`src/rtl/irq_ctrl_pkg.sv`:
```
// Shared constants and types for the interrupt controller.
package irq_ctrl_pkg;

  localparam int unsigned DEF_N_IRQ = 31;
  localparam int unsigned DEF_VEC_W = 5;
  localparam int unsigned CFG_DW    = 32;

  // Configuration register map
  localparam logic [1:0] ADDR_MASK = 2'd0;
  localparam logic [1:0] ADDR_MODE = 2'd1;
  localparam logic [1:0] ADDR_PEND = 2'd2;
  localparam logic [1:0] ADDR_INSV = 2'd3;

  typedef enum logic [1:0] {
    ST_IDLE    = 2'd0,
    ST_REQ     = 2'd1,
    ST_SERVICE = 2'd2
  } irq_state_e;

endpackage

```
`src/rtl/irq_ctrl_prio_enc.sv`:
```
// Fixed-priority encoder: lowest set index wins.
module irq_prio_enc
  import irq_ctrl_pkg::*;
#(
  parameter int unsigned N_IRQ = DEF_N_IRQ,
  parameter int unsigned VEC_W = DEF_VEC_W
) (
  input  logic [N_IRQ-1:0] req,
  output logic [VEC_W-1:0] idx,
  output logic             valid
);

  // Scan from the top so the lowest active index is the last assignment
  always_comb begin
    idx   = '0;
    valid = 1'b0;
    for (int i = int'(N_IRQ) - 1; i >= 0; i--) begin
      if (req[i]) begin
        idx   = VEC_W'(i);
        valid = 1'b1;
      end
    end
  end

endmodule

```
`src/rtl/irq_ctrl.sv`:
```
// Interrupt controller: synchronised inputs, edge/level pending, fixed priority, single in-service.
module irq_ctrl
  import irq_ctrl_pkg::*;
#(
  parameter int unsigned N_IRQ = DEF_N_IRQ,
  parameter int unsigned VEC_W = DEF_VEC_W
) (
  input  logic              Clk,
  input  logic              Rst,
  input  logic [N_IRQ-1:0]  i_ext,
  input  logic              cfg_we,
  input  logic [1:0]        cfg_addr,
  input  logic [CFG_DW-1:0] cfg_wdata,
  output logic [CFG_DW-1:0] cfg_rdata,
  output logic              irq_req,
  output logic [VEC_W-1:0]  irq_vec,
  input  logic              irq_ack,
  input  logic              irq_eoi
);

  logic [N_IRQ-1:0] sync1, sync2, hist;
  logic [N_IRQ-1:0] mask_q, mode_q, pend_q, insv_q;
  logic [N_IRQ-1:0] pend_d, insv_d, clr, rise, vec_onehot, wdata_n;
  logic [VEC_W-1:0] enc_idx, vec_d;
  logic             enc_valid, req_d, ack_hit, eoi_hit;
  irq_state_e       state_q, state_d;
  logic             unused_wdata;

  assign wdata_n      = cfg_wdata[N_IRQ-1:0];
  assign unused_wdata = ^cfg_wdata;
  assign rise         = sync2 & ~hist;
  assign vec_onehot   = N_IRQ'(1) << irq_vec;

  irq_prio_enc #(.N_IRQ(N_IRQ), .VEC_W(VEC_W)) u_prio_enc (
    .req   (pend_q & mask_q),
    .idx   (enc_idx),
    .valid (enc_valid)
  );

  // Two-flop synchroniser plus history flop for edge detection
  always_ff @(posedge Clk or negedge Rst) begin
    if (!Rst) begin
      sync1 <= '0;
      sync2 <= '0;
      hist  <= '0;
    end else begin
      sync1 <= i_ext;
      sync2 <= sync1;
      hist  <= sync2;
    end
  end

  // MASK and MODE configuration registers
  always_ff @(posedge Clk or negedge Rst) begin
    if (!Rst) begin
      mask_q <= '0;
      mode_q <= '1;
    end else if (cfg_we) begin
      if (cfg_addr == ADDR_MASK) mask_q <= wdata_n;
      if (cfg_addr == ADDR_MODE) mode_q <= wdata_n;
    end
  end

  // Next-state and registered-output logic of the request FSM
  always_comb begin
    state_d = state_q;
    req_d   = 1'b0;
    vec_d   = irq_vec;
    ack_hit = 1'b0;
    eoi_hit = 1'b0;
    case (state_q)
      ST_IDLE: begin
        if (enc_valid) begin
          state_d = ST_REQ;
          req_d   = 1'b1;
          vec_d   = enc_idx;
        end
      end
      ST_REQ: begin
        // Withdrawn request (masked or no longer pending) drops back to arbitrate again
        if (!(pend_q[irq_vec] && mask_q[irq_vec])) begin
          state_d = ST_IDLE;
        end else if (irq_ack) begin
          state_d = ST_SERVICE;
          ack_hit = 1'b1;
        end else begin
          req_d = 1'b1;
        end
      end
      ST_SERVICE: begin
        if (irq_eoi) begin
          state_d = ST_IDLE;
          eoi_hit = 1'b1;
        end
      end
      default: state_d = ST_IDLE;
    endcase
  end

  // Pending/in-service next values; a new edge outranks any clear
  always_comb begin
    clr = '0;
    if (cfg_we && (cfg_addr == ADDR_PEND)) clr = wdata_n;
    if (ack_hit) clr = clr | vec_onehot;
    pend_d = (mode_q & ((pend_q & ~clr) | rise)) | (~mode_q & sync2);
    insv_d = insv_q;
    if (ack_hit) insv_d = vec_onehot;
    else if (eoi_hit) insv_d = '0;
  end

  // FSM state and CPU-facing outputs
  always_ff @(posedge Clk or negedge Rst) begin
    if (!Rst) begin
      state_q <= ST_IDLE;
      irq_req <= 1'b0;
      irq_vec <= '0;
    end else begin
      state_q <= state_d;
      irq_req <= req_d;
      irq_vec <= vec_d;
    end
  end

  // PEND and INSV status registers
  always_ff @(posedge Clk or negedge Rst) begin
    if (!Rst) begin
      pend_q <= '0;
      insv_q <= '0;
    end else begin
      pend_q <= pend_d;
      insv_q <= insv_d;
    end
  end

  // Combinational register readback, zero-extended
  always_comb begin
    cfg_rdata = '0;
    case (cfg_addr)
      ADDR_MASK: cfg_rdata = CFG_DW'(mask_q);
      ADDR_MODE: cfg_rdata = CFG_DW'(mode_q);
      ADDR_PEND: cfg_rdata = CFG_DW'(pend_q);
      ADDR_INSV: cfg_rdata = CFG_DW'(insv_q);
      default:   cfg_rdata = '0;
    endcase
  end

endmodule
```
`config.mk`:
```
export PLATFORM = sky130hd
export DESIGN_NAME = irq_ctrl
export DESIGN_NICKNAME = d
export VERILOG_FILES = /design/src/rtl/irq_ctrl_pkg.sv /design/src/rtl/irq_ctrl_prio_enc.sv /design/src/rtl/irq_ctrl.sv
export SDC_FILE = /design/constraint.sdc
export NUM_CORES = 1
export LEC_CHECK = 0
export BUFFER_PORTS_ARGS = -buffer_cell sky130_fd_sc_hd__buf_2
export CORE_MARGIN = 2
export CORE_UTILIZATION = 30
export DETAILED_ROUTE_END_ITERATION = 7
export PLACE_DENSITY = 0.53
export SLEW_MARGIN = 20
export SYNTH_ARGS = -nofsm -noshare
export SYNTH_HDL_FRONTEND = slang
export SYNTH_HIERARCHICAL = 1
export SYNTH_SLANG_ARGS = --single-unit
```
`constraint.sdc`:
```
create_clock -name Clk -period 2.6 [get_ports Clk]
set_input_delay 0 -clock Clk [delete_from_list [all_inputs] [get_ports Clk]]
set_output_delay 0 -clock Clk [all_outputs]
set_load 0.05 [all_outputs]
```
**Word-level counts from Yosys, hierarchy flattened**

Index checks and enable logic that the tools add are counted.

- Register bits after elaboration: 225
- Latch bits: 0
- Bits in writable memories: 0
- ROM bits: 0
- Input port bits: 70
- Output and inout port bits: 38
- Logic and storage cells: 125
- Memories kept: 0

- Add/subtract/negate cells: 0
- Multiply operators: 0
- Div/mod/pow operators: 0
- $lt $le $gt $ge: 1
- Equal/unequal tests: 8
- Shift operators: 1
- Multiplexer cells: 85
- Bitwise gates (word level): 11
- Reduce and logical (&&, ||, !) cells: 9

Operators with widths:

| kind | number |
|---|---|
| $and 31x31->31 | 5 |
| $mux 5 | 31 |
| $pmux 32 s4 | 1 |
| $mux 31 | 4 |
| $not 31->31 | 3 |
| $or 31x31->31 | 3 |
| $mux 1 | 41 |
| $shl 1x5->31 const A | 1 |
| $bmux 1 s5 | 2 |
| $mux 2 | 4 |
| $eq 2x2->1 const B | 3 |
| $lt 5x6->1 const B | 1 |
| $pmux 2 s3 | 1 |
| $reduce_and 2->1 | 3 |
| $eq 2x1->1 const B | 2 |
| $logic_not 2->1 | 2 |
| $ne 2x2->1 const B | 2 |
| $ne 3x3->1 const B | 1 |
| $reduce_and 3->1 | 1 |
| $logic_and 1x1->1 | 2 |
| $pmux 1 s2 | 1 |
| $reduce_bool 2->1 | 1 |

**Longest topological paths before layout**

Gate-level depths: netlist (run 1).

- Depth after elaboration: 34
- Gate-level depth with buffers: 9

**Cells and area by module**

Netlist (run 1), hierarchy kept.

By module, submodules not included:

| module | times used | cells each | area each (um2) | seq. area each (um2) |
|---|---|---|---|---|
| irq_ctrl | 1 | 682 | 9,157.5 | 5,669.2 |
| irq_prio_enc | 1 | 65 | 354.1 | 0.0 |

**Worst setup path after synthesis (run 1)**

Ideal clock, no wire load.

- Kind: register -> register
- Start: register irq_vec[0]
- End: register insv_q[21]
- Library setup time: 0.101 ns
- Arrival time: 2.290 ns
- Data required time: 2.499 ns
- Slack: 0.209 ns
- Stages on the path, launching flop included: 8
- Path through: dfrtp_1 buf_4 mux4_2 nor3_1 o41ai_2 buf_4 buf_4 o32ai_1

- Word-level cells in the longest chain between the ends: 6
- Elaborated cells between the ends (all ways): 10
- Those cells by class: shift: 1; mux: 7; reduce/logical: 2

RTL lines:

| what | RTL line | text |
|---|---|---|
| start, declared | irq_ctrl.sv:16 | `output logic [VEC_W-1:0] irq_vec,` |
| start signal, assigned | irq_ctrl.sv:120 | `irq_vec <= vec_d;` |
| $bmux 1 s5 | irq_ctrl.sv:81 | `if (!(pend_q[irq_vec] && mask_q[irq_vec])) begin` |
| $mux 1 (not written as such) | irq_ctrl.sv:81 |  |
| $logic_and 1x1->1 | irq_ctrl.sv:81 |  |
| $mux 1 | irq_ctrl.sv:81 |  |
| $mux 1 | irq_ctrl.sv:71 | `case (state_q)` |
| $mux 31 or $reduce_bool 2->1 (tied branches) | -- |  |
| end signal, assigned | irq_ctrl.sv:131 | `insv_q <= insv_d;` |
| end, declared | irq_ctrl.sv:22 | `logic [N_IRQ-1:0] mask_q, mode_q, pend_q, insv_q;` |

Several ways; a longest one is shown, not always the timed one. The select of a mux whose other input is x is not followed.
A chain may end at the register's enable or synchronous reset.

**Worst setup path in the final report (run 1)**

- Start: register irq_vec[0]
- End: register pend_q[15]

- Word-level cells in the longest chain between the ends: 11
- Elaborated cells between the ends (all ways): 15
- Those cells by class: shift: 1; mux: 7; bitwise: 6; reduce/logical: 1

RTL lines:

| what | RTL line | text |
|---|---|---|
| $bmux 1 s5 | irq_ctrl.sv:81 |  |
| $mux 1 (not written as such) | irq_ctrl.sv:81 |  |
| $logic_and 1x1->1 | irq_ctrl.sv:81 |  |
| $mux 1 | irq_ctrl.sv:81 |  |
| $mux 1 | irq_ctrl.sv:71 |  |
| $mux 31 * | irq_ctrl.sv:104 | `if (ack_hit) clr = clr \| vec_onehot;` |
| $not 31->31 * | irq_ctrl.sv:105 | `pend_d = (mode_q & ((pend_q & ~clr) \| rise)) \| (~mode_q & sync2);` |
| $and 31x31->31 * | irq_ctrl.sv:105 |  |
| $or 31x31->31 * | irq_ctrl.sv:105 |  |
| $and 31x31->31 * | irq_ctrl.sv:105 |  |
| $or 31x31->31 * | irq_ctrl.sv:105 |  |
| named net pend_d[15] | irq_ctrl.sv:23 | `logic [N_IRQ-1:0] pend_d, insv_d, clr, rise, vec_onehot, wdata_n;` |
| end signal, assigned | irq_ctrl.sv:130 | `pend_q <= pend_d;` |
| end, declared | irq_ctrl.sv:22 |  |

The timed path passes the listed nets; every way through them passes the cells marked *. The select of a mux whose other input is x is not followed.

==> qor.log, run 1 <==
[detailed_routing] post-route antenna net violation count 0
[worst_setup_path] depth of the worst register-to-register path 9
[detailed_routing] met3 layer wire length in the routed design 1160 um
[yosys] top cells by count, synth 194 x dfrtp_1, 115 x nand2_1, 67 x mux2_2, 33 x mux4_2
[worst_setup_path] worst-path cell chain buf_4 -> nand3b_1 -> a21oi_1 -> o22ai_2 -> buf_4 -> nor4_4 -> buf_12 -> nand4_1 -> a22o_1
[placement] Buffers on Ports 105
[detailed_routing] detailed-route wire length 25,500 um
[sta] max-slew headroom at the worst pin 55.1%
[detailed_routing] max layer used met4
[power_and_ir_drop] switching portion of total power 34.1%
[yosys] number of nets produced by synthesis 817
[global_route] GRT Residual Overflow 0
[yosys] proportion of synthesized chip area in sequential cells 59.6%
[yosys] EDFF count, synth 0
[yosys] post-synthesis xor/xnor area fraction 0%
[yosys] yosys warns 6
[layout] relative area change from synthesis to final layout 28.4%
[power_and_ir_drop] clock network fraction of total power 29.8%
[worst_setup_path] critical path startpoint category flip-flop
[yosys] gate count after technology mapping 747
[sta] min Tclk post-route 2450 ps
[placement] HPWL after detailed placement 17,600 um
[yosys] compound-gate portion of the synthesized area 9.84%
[global_route] total global routing track utilization 15.7%
[clocking] clock latency on the worst-skew pair 530 ps
[sta] RSZ-0062 raised after global routing no
[yosys] asr flop ratio synth 100%
[global_route] vias in the first global route 7,062
[yosys] most common cell in the netlist dfrtp_1
[worst_setup_path] biggest cell delay along the critical path 450 ps
[sta] final setup TNS 0 ps
[yosys] commonest register cell after synthesis dfrtp_1
[power_and_ir_drop] power density normalized to cell area 931 nW/um^2
[yosys] leading area contributor after synthesis dfrtp_1
[layout] footprint of the multi-input gates 3620 sq um
[worst_setup_path] family with the most delay on the worst path compound AO/OA/AOI/OAI gates
[layout] diode insertion count for antenna repair 0
[layout] fin util 38.9%
[worst_setup_path] arrival time worst endpoint 2870 ps
[worst_setup_path] Bufs and invs on worst path 3
[die] top-level I/O count 108
[power_and_ir_drop] leakage 5.39 nW
[detailed_routing] drt drc 0
[die] Die Area 33,100 sq um
[sta] Pins Over Slew Limit 0
[sta] FMAX 407 MHz
[run] Max-cap violations 0
[power_and_ir_drop] Power, Total 11.4 mW
[yosys] proportion of netlist area held by the largest area contributor 51.0%
[detailed_routing] total iterations of the first detailed-routing run 5
[yosys] multiplexer share of the synthesized area 15.7%
[power_and_ir_drop] maximum ir drop on the vdd rail 0.474 mV
[yosys] Netlist cell types 56
[die] Initial Util 30.3%
[yosys] fraction of the mapped netlist area in adder cells 0%
[power_and_ir_drop] combinational cell fraction of total power 31.3%
[detailed_routing] routed via count divided by cell count 4.89
[detailed_routing] average wire per standard cell 18.7 um
[placement] Routability Congestion 0.841
[power_and_ir_drop] sequential group share of total power 38.9%
[worst_setup_path] cell mode on critical path buf_4
[outcome] outcome finished clean
[clocking] H-Tree Level Count 1
[global_route] antenna violations before repair 0
[die] Site Rows 65
[yosys] FF+latch count, synth 225
[yosys] combinational family with the most area after synthesis multiplexers
[clocking] clk sinks 225
[clocking] CTS root buf clkbuf_16
[detailed_routing] vias post-DR 6,679
[yosys] cell types occupying the most area after synthesis dfrtp_1 51%, dfstp_2 8.6%, mux2_2 7.9%
[sta] Setup-failing EPs final 0
[power_and_ir_drop] net switching component of the power 3.88 mW
[worst_setup_path] number of cells on the critical path 9
[layout] number of nets in the final layout 1,017
[sta] slew at the pin closest to its max-slew limit 657 ps
[worst_setup_path] startpoint-to-endpoint class of the critical path reg -> reg
[clocking] post-CTS clock slew at the launch and capture registers of the worst setup and hold paths 60 ps
[yosys] mean post-synth cell area 12.7 sq um
[yosys] synthesized area 9510 sq um
[layout] fill cell instance count of the final layout 3,081
[clocking] number of buffers inserted to repair setup after CTS 0
[global_route] largest net degree at the start of global routing 79
[sta] Tcrit/Tclk final 94.4%
[sta] clock skew after layout 16.7 ps
[sta] final hold violations 0
[layout] layout cell share with drive strength beyond 1 34.0%
[power_and_ir_drop] internal power component 7.50 mW
[detailed_routing] met1 wire length 12,200 um
[detailed_routing] drt first-iter violations 402
[clocking] TritonCTS clock tree done
[worst_setup_path] master of the slowest instance on the critical path dfrtp_1
[clocking] Bufs on Longest Clock Path 3
[hold_path] hold crit path type in -> async
[worst_setup_path] critical path fanouts, max 19
[clocking] number of buffers inserted during clock tree synthesis 25
[die] Die Height 182 um
[worst_setup_path] required time at the endpoint of the critical path 3010 ps
[die] Die Wd 182 um
[die] Core Area 31,400 sq um
[worst_setup_path] nature of the critical path endpoint flip-flop
[yosys] synthesized-area fraction occupied by and/or/nand/nor cells 12.0%
[detailed_routing] total met2 wirelength after detailed routing 11,700 um
[layout] Sequential Area 5670 sq um
[global_route] global-route wire length before repair 40,600 um
==> metrics by stage <==
step	worst slack (ps)	hold WS (ps)	area, sq um	instances
after floorplan	209	-296	9510	747
after global placement	181	34.8	10800	1257
after detailed placement	53.4	33.0	10800	1257
after CTS	16.3	76.2	12200	1366
after global routing	27.5	77.6	12200	1366
final	146	34.0	12200	1366
==> metal layers <==
metal	track usage, %	up-vias
li1	-	3081
met1	22.4	3403
met3	2.45	31
met5	0	-
met2	25.1	164
met4	3.97	0
==> power by group through the flow <==
stage / combinational, mW / clock, mW / sequential [mW]
2_1_floorplan: 2.15 / 0 / 4.48
3_3_place_gp: 3.46 / 0 / 4.47
3_5_place_dp: 3.47 / 0 / 4.48
4_1_cts: 3.56 / 3.49 / 4.43
5_1_grt: 3.80 / 3.64 / 4.50
6_report: 3.56 / 3.39 / 4.43
==> layout by cell type, fill, tap and decap left out, drive strengths merged, types with 12 or more instances in the layout <==
cell           n
mux4          33
a22o          23
clkbuf        40
dfstp         31
inv           18
o21ai         27
nand2        115
nor3          12
and2          22
buf          144
nor2          22
dfrtp        194
dlygate4sd3   65
a21oi         31
mux2          67
nand3         30
==> state kept, by name (all words and copies together), names as in the netlist <==
name / cells
irq_req: 1
irq_vec: 5
insv_q: 31
mask_q: 31
mode_q: 31
state_q: 2
hist: 31
pend_q: 31
sync2: 31
sync1: 31
==> cells by family after synthesis <==
group	Yosys count
other cells	1
mux	100
buf+inv	54
compound gates	129
flops	225
simple gates	238
==> what timing repair did <==
action,4_1_cts,5_1_grt
endpoints found under the setup margin,0,11
hold endpoints to repair,278,0
hold buffers,65,0
resized for setup,0,3
==> path summary, 6_finish.rpt <==
check / start / slack [ps] / endpoint
setup reg to reg: irq_vec[0]$_DFFE_PN0P_ / 150 / pend_q[15]$_DFF_PN0_
min in group Clk: i_ext[19] / 110 / sync1[19]$_DFF_PN0_
max in group asynchronous: Rst / 1700 / mode_q[24]$_DFFE_PN1P_
setup / recovery: irq_vec[0]$_DFFE_PN0P_ / 150 / pend_q[15]$_DFF_PN0_
hold / removal: Rst / 30 / sync1[11]$_DFF_PN0_
hold reg to reg: sync1[15]$_DFF_PN0_ / 350 / sync2[15]$_DFF_PN0_
==> area by class of cell <==
class | count | area share (%)
Tap cell | 402 | 4.12
Inverter | 18 | 0.553
Sequential cell | 225 | 46.4
Clock buffer | 40 | 5.99
Multi-Input combinational cell | 468 | 29.6
Clock inverter | 4 | 0.369
Timing Repair Buffer | 209 | 13.0
Note: power is estimated with default switching activity, not from simulation.
==> run 2, diff against run 1 <==
Settings changed: ABC_AREA set to 1, CORE_MARGIN 2 to not set, PLACE_DENSITY 0.53 to 0.52, SLEW_MARGIN 20 to 40.
==> qor.log, run 2 <==
[outcome] outcome finished clean
[yosys] leading area contributor after synthesis dfrtp_1
[yosys] FF+latch count, synth 225 [unchanged]
[power_and_ir_drop] combinational cell fraction of total power 31.5% [+0.2 points]
[yosys] yosys warns 6 [unchanged]
[worst_setup_path] setup slack of the most critical reg-to-reg path 250 ps [+100 ps]
[placement] Routability Congestion 0.886 [+5.4%]
[worst_setup_path] cell mode on critical path nand2_1
[power_and_ir_drop] internal power component 7.34 mW [-2.1%]
[detailed_routing] post-route antenna net violation count 0 [unchanged]
[worst_setup_path] nature of the critical path endpoint flip-flop
[layout] fin util 38.5% [-0.45 points]
[worst_setup_path] startpoint-to-endpoint class of the critical path reg -> reg
[sta] final hold violations 0 [unchanged]
[power_and_ir_drop] Power, Total 11.8 mW [+3.9%]
[clocking] H-Tree Level Count 1 [unchanged]
[worst_setup_path] arrival time worst endpoint 2760 ps [-110 ps]
[global_route] vias in the first global route 8,620 [+22%]
[layout] layout cell share with drive strength beyond 1 18.8% [-15 points]
[power_and_ir_drop] leakage 6.65 nW [+23%]
[power_and_ir_drop] net switching component of the power 4.48 mW [+15%]
[die] Die Area 35,300 sq um [+6.5%]
[placement] Buffers on Ports 105 [unchanged]
[clocking] TritonCTS clock tree done
[layout] fill cell instance count of the final layout 3,531 [+15%]
[sta] Setup-failing EPs final 0 [unchanged]
[clocking] post-CTS clock slew at the launch and capture registers of the worst setup and hold paths 60 ps [about the same]
[yosys] EDFF count, synth 0 [unchanged]
[clocking] CTS root buf clkbuf_16
[worst_setup_path] master of the slowest instance on the critical path dfrtp_1
[sta] FMAX 425 MHz [+4.2%]
[die] Initial Util 30.7% [+0.38 points]
[die] Core Area 33,800 sq um [+7.6%]
[hold_path] hold crit path type in -> reg
[yosys] asr flop ratio synth 100% [unchanged]
[yosys] gate count after technology mapping 1,282 [+72%]
[yosys] proportion of netlist area held by the largest area contributor 46.8% [-4.2 points]
[worst_setup_path] critical path startpoint category flip-flop
[hold_path] worst-case hold path end point state_q[0]$_DFFE_PN0P_
[sta] max-slew headroom at the worst pin 50.0% [-5.1 points]
[clocking] clock latency on the worst-skew pair 530 ps [about the same]
[power_and_ir_drop] clock network fraction of total power 30.4% [+0.6 points]
[yosys] top cells by count, synth 546 x nand2_1, 194 x dfrtp_1, 128 x inv_1, 64 x nand3_1
[power_and_ir_drop] maximum ir drop on the vdd rail 0.669 mV [+41%]
[yosys] mean post-synth cell area 8.08 sq um [-37%]
[die] Site Rows 67 [+3.1%]
[placement] HPWL after detailed placement 20,300 um [+16%]
[yosys] commonest register cell after synthesis dfrtp_1
[global_route] total global routing track utilization 16.8% [+1.1 points]
[detailed_routing] routed via count divided by cell count 4.53 [-7.4%]
[clocking] Bufs on Longest Clock Path 3 [unchanged]
[worst_setup_path] required time at the endpoint of the critical path 3000 ps [about the same]
[worst_setup_path] critical path fanouts, max 4 [-15]
[detailed_routing] average wire per standard cell 15.0 um [-20%]
[power_and_ir_drop] power density normalized to cell area 909 nW/um^2 [-2.3%]
[layout] number of nets in the final layout 1,529 [+50%]
[worst_setup_path] biggest cell delay along the critical path 410 ps [-40 ps]
[worst_setup_path] depth of the worst register-to-register path 33 [+24]
[hold_path] depth of the worst hold-timing path 2
[detailed_routing] drt drc 0 [unchanged]
[layout] diode insertion count for antenna repair 0 [unchanged]
[clocking] number of buffers inserted during clock tree synthesis 27 [+8.0%]
[sta] clock skew after layout 12.6 ps [-4.12 ps]
[yosys] number of nets produced by synthesis 1,352 [+65%]
[yosys] proportion of synthesized chip area in sequential cells 54.7% [-4.9 points]
[global_route] global-route wire length before repair 47,300 um [+17%]
[global_route] antenna violations before repair 0 [unchanged]
[yosys] synthesized area 10,400 sq um [+9.0%]
[sta] slew at the pin closest to its max-slew limit 749 ps [+92.6 ps]
[die] Die Wd 188 um [+3.2%]
[clocking] clk sinks 225 [unchanged]
[detailed_routing] vias post-DR 8,730 [+31%]
[die] Die Height 188 um [+3.2%]
[power_and_ir_drop] sequential group share of total power 38.2% [-0.7 points]
[yosys] Netlist cell types 37 [-34%]
[detailed_routing] detailed-route wire length 28,900 um [+13%]
[sta] Post-Route Hold Slack 35.4 ps [+1.44 ps]
[sta] Pins Over Slew Limit 0 [unchanged]
[global_route] largest net degree at the start of global routing 89 [+13%]
[run] Max-cap violations 0 [unchanged]
[sta] RSZ-0062 raised after global routing yes
[detailed_routing] drt first-iter violations 515 [+28%]
[detailed_routing] total iterations of the first detailed-routing run 7 [+2]
[yosys] most common cell in the netlist nand2_1
[power_and_ir_drop] switching portion of total power 37.9% [+3.8 points]
[sta] Tcrit/Tclk final 90.5% [-3.8 points]
[layout] relative area change from synthesis to final layout 25.4%
[worst_setup_path] capturing point of the worst reg2reg path irq_vec[0]$_DFFE_PN0P_
[sta] min Tclk post-route 2350 ps [-100 ps]
[hold_path] startpoint of the lowest-slack hold path irq_ack
[yosys] cell types occupying the most area after synthesis dfrtp_1 47%, nand2_1 20%, dfstp_2 7.9%
[layout] commonest cells after routing, fill and taps aside 543 x nand2_1, 193 x dfrtp_1, 124 x inv_1, 104 x buf_2, 64 x dlygate4sd3_1
[global_route] GRT Residual Overflow 0 [unchanged]
[worst_setup_path] worst reg2reg path startpoint pend_q[28]$_DFF_PN0_
[die] top-level I/O count 108 [unchanged]
[layout] leading cell type in the layout, fill and taps excluded nand2_1
## run 2: cell type report
class                      instances  area, sq um  share of cell area [%]
sequential                       225         5670                    43.6
timing repair buffer             208         1510                    11.6
inverter                         141          548                    4.22
multi-input combinational        856         3860                    29.7
clock buffer                      35          736                    5.66
clock inverter                    15          115                   0.886
tap                              448          561                    4.31
## run 2: power groups by stage
stage	registers (mW)	logic [mW]	clock network, mW
2_1_floorplan	4.59	2.52	0
3_3_place_gp	4.56	3.63	0
3_5_place_dp	4.57	3.65	0
4_1_cts	4.51	3.74	3.72
5_1_grt	4.59	4.13	3.86
6_report	4.51	3.72	3.59
## run 2: worst max path at each step
| stage | startpoint | to | slack, ps |
|---|---|---|---|
| 2_1_floorplan | irq_vec[0]$_DFFE_PN0P_ | pend_q[10]$_DFF_PN0_ | 510 |
| 5_1_grt | pend_q[28]$_DFF_PN0_ | irq_vec[0]$_DFFE_PN0P_ | -50 |
| 6_report | pend_q[28]$_DFF_PN0_ | irq_vec[0]$_DFFE_PN0P_ | 250 |
| 3_5_place_dp | pend_q[28]$_DFF_PN0_ | irq_vec[0]$_DFFE_PN0P_ | 200 |
| 3_3_place_gp | pend_q[28]$_DFF_PN0_ | irq_vec[0]$_DFFE_PN0P_ | 180 |
| 4_1_cts | pend_q[28]$_DFF_PN0_ | irq_vec[0]$_DFFE_PN0P_ | 180 |
## run 2: stage by stage
step | setup TNS, ps | setup slack [ps] | area (sq um) | instances
6_report | 0 | 246 | 13000 | 1928
5_1_grt | -49.8 | -49.8 | 13000 | 1928
4_1_cts | 0 | 181 | 13000 | 1925
3_5_place_dp | 0 | 201 | 11500 | 1811
3_3_place_gp | 0 | 181 | 11500 | 1811
2_1_floorplan | 0 | 506 | 10400 | 1282
## run 2: metal layers
| layer | up-vias | wire [um] | track usage (%) |
|---|---|---|---|
| met3 | 37 | 1080 | 2.36 |
| met5 | - | 0 | 0 |
| met1 | 4136 | 14000 | 23.5 |
| met2 | 168 | 13300 | 27.3 |
| met4 | 0 | 546 | 3.81 |
| li1 | 4389 | - | - |
## run 2: timing repair
item / 4_1_cts / 5_1_grt
setup endpoints to repair: 0 / 1
buffers inserted: 0 / 3
gates resized for setup: 0 / 6
hold buffers: 64 / 0
endpoints found under the hold margin: 209 / 0
## run 2: cells by family (layout without fill, tap and decap cells)
family                 after synthesis  after routing  share of synthesized area [%]
AO/OA/AOI/OAI                       89             89                           4.76
other                                1              1                         0.0362
AND/OR/NAND/NOR                    766            766                           32.2
buffers and inverters              201            399                           8.28
flip-flops                         225            225                           54.7
## run 2: worst max-delay path: cells and delay by family (launching register included)
| family | cells | cell delay [ps] |
|---|---|---|
| buffers and inverters | 2 | 100 |
| AND/OR/NAND/NOR | 29 | 1600 |
| AO/OA/AOI/OAI | 2 | 100 |
| flip-flops | 1 | 410 |
